**src/rtl/calc_pkg.sv**
```systemverilog
// rtl/calc_pkg.sv - shared divider FSM encoding and default operand width
package calc_pkg;

    localparam int DIV_WIDTH = 4;

    typedef enum logic [1:0] {
        IDLE = 2'b00,
        LOAD = 2'b01,
        ITER = 2'b10,
        DONE = 2'b11
    } div_state_t;

endpackage

```
**src/rtl/div_step.sv**
```systemverilog
// rtl/div_step.sv - one restoring shift-and-subtract step of the divider
module div_step
    import calc_pkg::*;
#(
    parameter int WIDTH = DIV_WIDTH
) (
    input  logic [WIDTH:0]   P,
    input  logic [WIDTH-1:0] Qsh,
    input  logic [WIDTH-1:0] y_r,
    output logic [WIDTH:0]   P_next,
    output logic [WIDTH-1:0] Qsh_next
);

    logic [WIDTH:0] p_shift;
    logic [WIDTH:0] trial;

    always_comb begin
        p_shift = {P[WIDTH-1:0], Qsh[WIDTH-1]};
        trial   = p_shift - {1'b0, y_r};
        // A clear guard bit means the divisor fitted: keep the difference.
        if (!trial[WIDTH]) begin
            P_next   = trial;
            Qsh_next = {Qsh[WIDTH-2:0], 1'b1};
        end else begin
            P_next   = p_shift;
            Qsh_next = {Qsh[WIDTH-2:0], 1'b0};
        end
    end

endmodule

```
**src/rtl/seq_divider_unit.sv**
```systemverilog
// rtl/seq_divider_unit.sv - iterative unsigned restoring divider, one quotient bit per clock
module seq_divider_unit
    import calc_pkg::*;
#(
    parameter int WIDTH = DIV_WIDTH,
    parameter int CNT_W = $clog2(WIDTH) + 1
) (
    input  logic             CLK,
    input  logic             rst_n,
    input  logic             div_Go,
    input  logic [WIDTH-1:0] X,
    input  logic [WIDTH-1:0] Y,
    output logic             div_Done,
    output logic [WIDTH-1:0] Quot,
    output logic [WIDTH-1:0] Rem,
    output logic             div_Err,
    output logic             Busy
);

    div_state_t       state;
    logic [WIDTH-1:0] x_r;
    logic [WIDTH-1:0] y_r;
    logic [WIDTH:0]   p_r;
    logic [WIDTH-1:0] q_r;
    logic [CNT_W-1:0] cnt;
    logic [WIDTH:0]   p_next;
    logic [WIDTH-1:0] q_next;

    div_step #(.WIDTH(WIDTH)) u_step (
        .P        (p_r),
        .Qsh      (q_r),
        .y_r      (y_r),
        .P_next   (p_next),
        .Qsh_next (q_next)
    );

    assign div_Done = (state == DONE);
    assign Busy     = (state != IDLE);

    always_ff @(posedge CLK or negedge rst_n) begin
        if (!rst_n) begin
            state   <= IDLE;
            x_r     <= '0;
            y_r     <= '0;
            p_r     <= '0;
            q_r     <= '0;
            cnt     <= '0;
            Quot    <= '0;
            Rem     <= '0;
            div_Err <= 1'b0;
        end else begin
            case (state)
                IDLE: begin
                    if (div_Go) begin
                        x_r   <= X;
                        y_r   <= Y;
                        state <= LOAD;
                    end
                end
                LOAD: begin
                    p_r <= '0;
                    q_r <= x_r;
                    cnt <= CNT_W'(WIDTH);
                    // Zero divisor skips the iterations and reports the dividend as remainder.
                    if (y_r == '0) begin
                        Quot    <= '0;
                        Rem     <= x_r;
                        div_Err <= 1'b1;
                        state   <= DONE;
                    end else begin
                        state <= ITER;
                    end
                end
                ITER: begin
                    p_r <= p_next;
                    q_r <= q_next;
                    cnt <= cnt - CNT_W'(1);
                    if (cnt == CNT_W'(1)) begin
                        Quot    <= q_next;
                        Rem     <= p_next[WIDTH-1:0];
                        div_Err <= 1'b0;
                        state   <= DONE;
                    end
                end
                DONE: state <= IDLE;
                default: state <= IDLE;
            endcase
        end
    end

endmodule

```
**config.mk**
```make
export PLATFORM = sky130hd
export DESIGN_NAME = seq_divider_unit
export DESIGN_NICKNAME = d
export VERILOG_FILES = /design/src/rtl/calc_pkg.sv /design/src/rtl/div_step.sv /design/src/rtl/seq_divider_unit.sv
export SDC_FILE = /design/constraint.sdc
export NUM_CORES = 1
export LEC_CHECK = 0
export CELL_PAD_IN_SITES_DETAIL_PLACEMENT = 1
export CELL_PAD_IN_SITES_GLOBAL_PLACEMENT = 1
export CORE_MARGIN = 5
export CORE_UTILIZATION = 37
export DETAILED_ROUTE_END_ITERATION = 7
export GPL_ROUTABILITY_DRIVEN = 0
export PLACE_DENSITY_LB_ADDON = 0.1
export SLEW_MARGIN = 25
export SYNTH_ARGS = -nofsm -noshare
export SYNTH_HDL_FRONTEND = slang
export SYNTH_SLANG_ARGS = --single-unit
```
**constraint.sdc**
```tcl
create_clock -name CLK -period 2.04 [get_ports CLK]
set_input_delay 0.306 -clock CLK [delete_from_list [all_inputs] [get_ports CLK]]
set_output_delay 0.306 -clock CLK [all_outputs]
set_load 0.01 [all_outputs]
```
# Word-level counts from Yosys, hierarchy flattened
# Cells that the tools add are included.
# word_totals
elab_cells	43
inputBits	11
register_bits	30
out_inout_bits	11
# classes
reduce_logical	7
n_eq_ne	7
n_mux	18
add_sub_neg	2
# ops
cell	count
4-bit one-hot mux with 2 select lines	4
4-bit 2-to-1 mux	5
2-bit one-hot mux with 4 select lines	1
2-bit inequality test, second input constant	3
3-bit one-hot mux with 2 select lines	1
5-bit by 4-bit subtractor with 5-bit output	1
2-bit == test, second input constant	2
4-bit logical NOT	1
1-bit 2-to-1 mux	4
2-bit 2-to-1 mux	2
2-bit AND reduction	2
2-bit nonzero test	2
3-bit by 1-bit == test with 1-bit output, second input constant	1
3-bit AND reduction	1
3-bit by 1-bit subtractor with 3-bit output, second input constant	1
2-bit by 1-bit == test with 1-bit output, second input constant	1
2-bit logical NOT	1
1-bit one-hot mux with 2 select lines	1

# Longest topological paths before layout
# depth
depth_word	4
depth_mapped	9
depth_no_buf	8

# By module
# From an unflattened synthesis, not the netlist that was laid out.
# unflattened
hier_cells	161
area_unflattened_um2	1670.4
# by_module_without_submodules
mod	area_each_um2	seq_area_each_um2	cells_per_inst	n_inst
seq_divider_unit	1420.1	775.7	130	1
div_step	250.2	0.0	31	1

# Worst setup path after synthesis
# OpenSTA, ideal clock, no wires.
# synth_timing
path_kind	reg-to-reg
start	register q_r[3]
end	register Rem[3]
n_path_buf	0
setup_ns	0.152
path_slack_ns	0.111
stages_incl_launch_ff	9
period_less_slack_ns	1.929
t_required_ns	1.888
t_arrival_ns	1.776
path_cell_list	dfrtp_1 > inv_1 > ha_1 > fa_1 > nand2b_1 > a21o_1 > xnor2_1 > nand2b_1 > a41oi_1
# synth_between
elab_chain_len	4
# synth_rtl
element	line_no	rtl
start, declared	seq_divider_unit.sv:24	logic [WIDTH-1:0] q_r;
start signal, assigned	seq_divider_unit.sv:62	q_r <= x_r;
start signal, assigned	seq_divider_unit.sv:76	q_r <= q_next;
5-bit by 4-bit subtractor with 5-bit output	div_step.sv:19	trial = p_shift - {1'b0, y_r};
4-bit 2-to-1 mux	div_step.sv:21	if (!trial[WIDTH]) begin
4-bit 2-to-1 mux	seq_divider_unit.sv:78	if (cnt == CNT_W'(1)) begin
4-bit one-hot mux with 2 select lines	seq_divider_unit.sv:52	case (state)
end signal, assigned	seq_divider_unit.sv:67	Rem <= x_r;
end signal, assigned	seq_divider_unit.sv:80	Rem <= p_next[WIDTH-1:0];
end, declared	seq_divider_unit.sv:15	output logic [WIDTH-1:0] Rem,
# Every way passes these cells. The select of a mux whose other input is x is not followed.
# A chain may end at the register's enable or synchronous reset.

# Final worst setup path
# Ends and elaborated chain as after synthesis.

==> key figures <==
Timing
  – Worst Tran Pin Value: around 0.42 ns
  – Fin Clk Skew: slightly above 0.004 ns
  – Min Clock Period, post-route: between 1.5 and 2 ns
  – Tcrit/Tclk final: 0.960
  – Final setup vio count: 0
  – Rel. slew slack: 0.723
  – Final setup margin: approximately 0.082 ns
  – Final Hold Viols: 0
  – RSZ-0062 raised after global routing: true
  – Max Slew Vio Count: 0
  – Max Fclk: 511 MHz

Synth
  – Complex-gate fraction of the synthesized area: 0.143
  – Count leader, synth: dfrtp_1
  – Yosys warnings: 0
  – Unique masters post-synth: 30
  – Mux share of post-synthesis cell area: 0.0615
  – Post-synth ARST share: 1.00
  – Post-Syn Area: about 0.0016 mm2
  – XOR/XNOR Fraction of Synth Area: 0.0161
  – Most frequent cells after synthesis: dfrtp_1, nand2_1, o21ai_0
  – Area leader, netlist: dfrtp_1
  – Ys flop type: dfrtp_1
  – EDFF count, synth: 0
  – Simple-gate share of the synthesized area: 0.174
  – Area contributors post-synth: dfrtp_1, ha_1, mux2_2
  – Largest family of logic cells by synthesized area: simple AND/OR/NAND/NOR gates
  – Flops & latches, synth: 30
  – Share of the synthesized area in the top cell type: 0.461
  – Post-Syn Instances: between 150 and 200
  – Syn Nets: a little under 200
  – Adder-cell share of the synthesized area: 0.0968
  – Avg Inst Size Synth: 9.46 um2
  – Register area share after synthesis: 0.461

Setup path
  – Crit Path Max Fanout: 3
  – Crit-path slowest cell: fa_1
  – Required time of the worst setup path: 2.19 ns
  – Worst Reg-to-Reg Cells: 8
  – Crit Path Class: reg2reg
  – Max incr delay on CP: between 0.3 and 0.4 ns
  – CP endpoint kind: register
  – Critical path arrival: about 2.1 ns
  – Startpoint class of the critical path: register
  – CP Cell Sequence: inv_1, ha_1, fa_1, nand2b_1, a21o_1, xnor2_2, nand2b_4, a41oi_2

Place
  – Port buffer count: 21
  – Post-DP HPWL: a little under 3000 um
  – Dpl ws: 0.0361 ns

Power
  – VDD IR-drop max: 0.764 mV
  – PD cells: about 1700 mW/mm2
  – Total power after layout: around 3.6 mW
  – P_leak: 0.889 nW

Route
  – WL/cell: approximately 15 um
  – Routed via count: around 1,300
  – Initial DRT Pass Iterations: 4
  – Initial DRC count: 54
  – DR DRC count: 0
  – DRT antenna net count: 0
  – WL final: between 3000 and 4000 um
  – Avg Vias per Cell: between 5 and 6

Die
  – Initial Util: 0.376
  – Cell row count: 24
  – Die area: a little under 0.006 mm2
  – Die X: 76.3 um
  – Die Ht: ~76 um
  – Core ar.: 0.00432 mm2
  – Io pins: 22

Clocking
  – Htree depth: 2
  – CTS Buf Count: 5
  – Hold-fix buffers, CTS: 0
  – Clock buffer depth: 2
  – Clk Tree Root Cell: clkbuf_8
  – Worst-Skew Late Latency: 0.28 ns
  – TritonCTS clock tree: done
  – Clk sinks: 30
  – Clk slew on worst S/H paths: approximately 0.070 ns

Run
  – Maxcap violations: 0

Cells and area
  – ANT cells: 0
  – Fraction of layout cells with a size suffix above 1: 0.167
  – Area growth, synth to finish: 28.0%
  – Final core occ: 0.482
  – Nets: 226

Worst hold path
  – Min-delay worst type: in2async

GRT
  – Number of global-route vias before repair: ~1,400
  – Initial antenna violation count: 0
  – Largest net degree at the start of global routing: 31
  – First-pass GRT wire length: between 6000 and 7000 um
  – Tot GR Track Use: 0.143
  – Total grt overflow: 0

Outcome
  – Outcome: complete, no violations
==> worst paths after layout <==
check,startpoint,endpoint,slack [ns]
hold / removal,rst_n,Quot[1]$_DFFE_PN0P_,0.41
min in group CLK,Quot[1]$_DFFE_PN0P_,Quot[1]$_DFFE_PN0P_,0.48
setup reg to reg,q_r[3]$_DFFE_PN0P_,Rem[3]$_DFFE_PN0P_,0.08
hold reg to reg,Quot[1]$_DFFE_PN0P_,Quot[1]$_DFFE_PN0P_,0.48
setup / recovery,q_r[3]$_DFFE_PN0P_,Rem[3]$_DFFE_PN0P_,0.08
max in group asynchronous,rst_n,x_r[2]$_DFFE_PN0P_,1.34
==> per-stage QoR <==
step | std cells | TNS [ns] | hold WS [ns] | cell area [um2]
floorplan | 172 | 0 | 0.0104 | 1630
global placement | 246 | 0 | 0.461 | 1940
detailed placement | 246 | 0 | 0.480 | 1940
CTS | 255 | 0 | 0.431 | 2040
global route | 256 | -0.0245 | 0.446 | 2080
finish | 256 | 0 | 0.414 | 2080
==> cell usage in the layout (no fill, tap or decap), drive strengths merged <==
cell type / netlist / final
mux2: 8 / 8
xnor2: 2 / 2
clkdlybuf4s50: 0 / 21
a21oi: 12 / 12
and2: 1 / 1
a211o: 1 / 1
or3: 1 / 1
nor3: 1 / 1
dfrtp: 30 / 30
o41a: 1 / 1
nor2b: 1 / 1
fa: 1 / 1
nor2: 14 / 14
a41oi: 1 / 1
nor4: 1 / 1
o21ai: 18 / 18
a32oi: 1 / 1
a31oi: 6 / 6
nand3: 6 / 6
a21o: 1 / 1
xor2: 1 / 1
nand2b: 8 / 8
nor3b: 2 / 2
inv: 13 / 13
clkbuf: 6 / 7
ha: 11 / 11
nand2: 17 / 17
nand3b: 5 / 5
mux2i: 1 / 1
buf: 1 / 10
clkinv: 0 / 1
==> layer usage <==
layer | vias up | part of all wire | track usage
li1 | 645 | - | -
met1 | 616 | 0.48 | 0.186
met2 | 25 | 0.47 | 0.226
met3 | 7 | 0.043 | 0.0485
met4 | 0 | 0.011 | 0.0367
met5 | - | 0 | 0
==> area by class of cell <==
class	count	area [um2]
clock buffers	7	86.3
clock inverters	1	5.00
fillers	514	2240
inverters	13	48.8
multi-input cells	122	842
flip-flops and latches	30	751
well taps	52	65.1
repair buffers	31	285
==> critical path: cells and delay by family, from the launching register on <==
family,cells,cell delay (ns)
fa+ha+maj,2,0.58
simple gates,2,0.35
flops,1,0.34
compound gates,2,0.32
xor+xnor,1,0.19
buf+inv,1,0.04
==> repair_timing <==
action                                  CTS  global route
resized for setup                         1             7
buffers inserted                          1             1
endpoints found under the setup margin    1             7
pin swaps                                 0             0
==> power by group <==
part | internal [mW] | total, mW | switching, mW
logic | 0.962 | 2.07 | 1.11
clock network | 0.272 | 0.499 | 0.227
registers | 0.866 | 1.06 | 0.196
total | 2.10 | 3.63 | 1.53
==> registers in the layout, indices dropped and copies added, names as in the netlist <==
name	flops
Rem	4
div_Err	1
cnt	3
x_r	4
state	2
Quot	4
p_r	4
q_r	4
y_r	4
==> cells by family (layout without fill, tap and decap cells) <==
logic type	after synthesis	in the layout
xor+xnor	3	3
flops	30	30
compound gates	41	41
mux	9	9
buf+inv	20	52
fa+ha+maj	12	12
simple gates	57	57
Power figures use the tool's default switching activity.
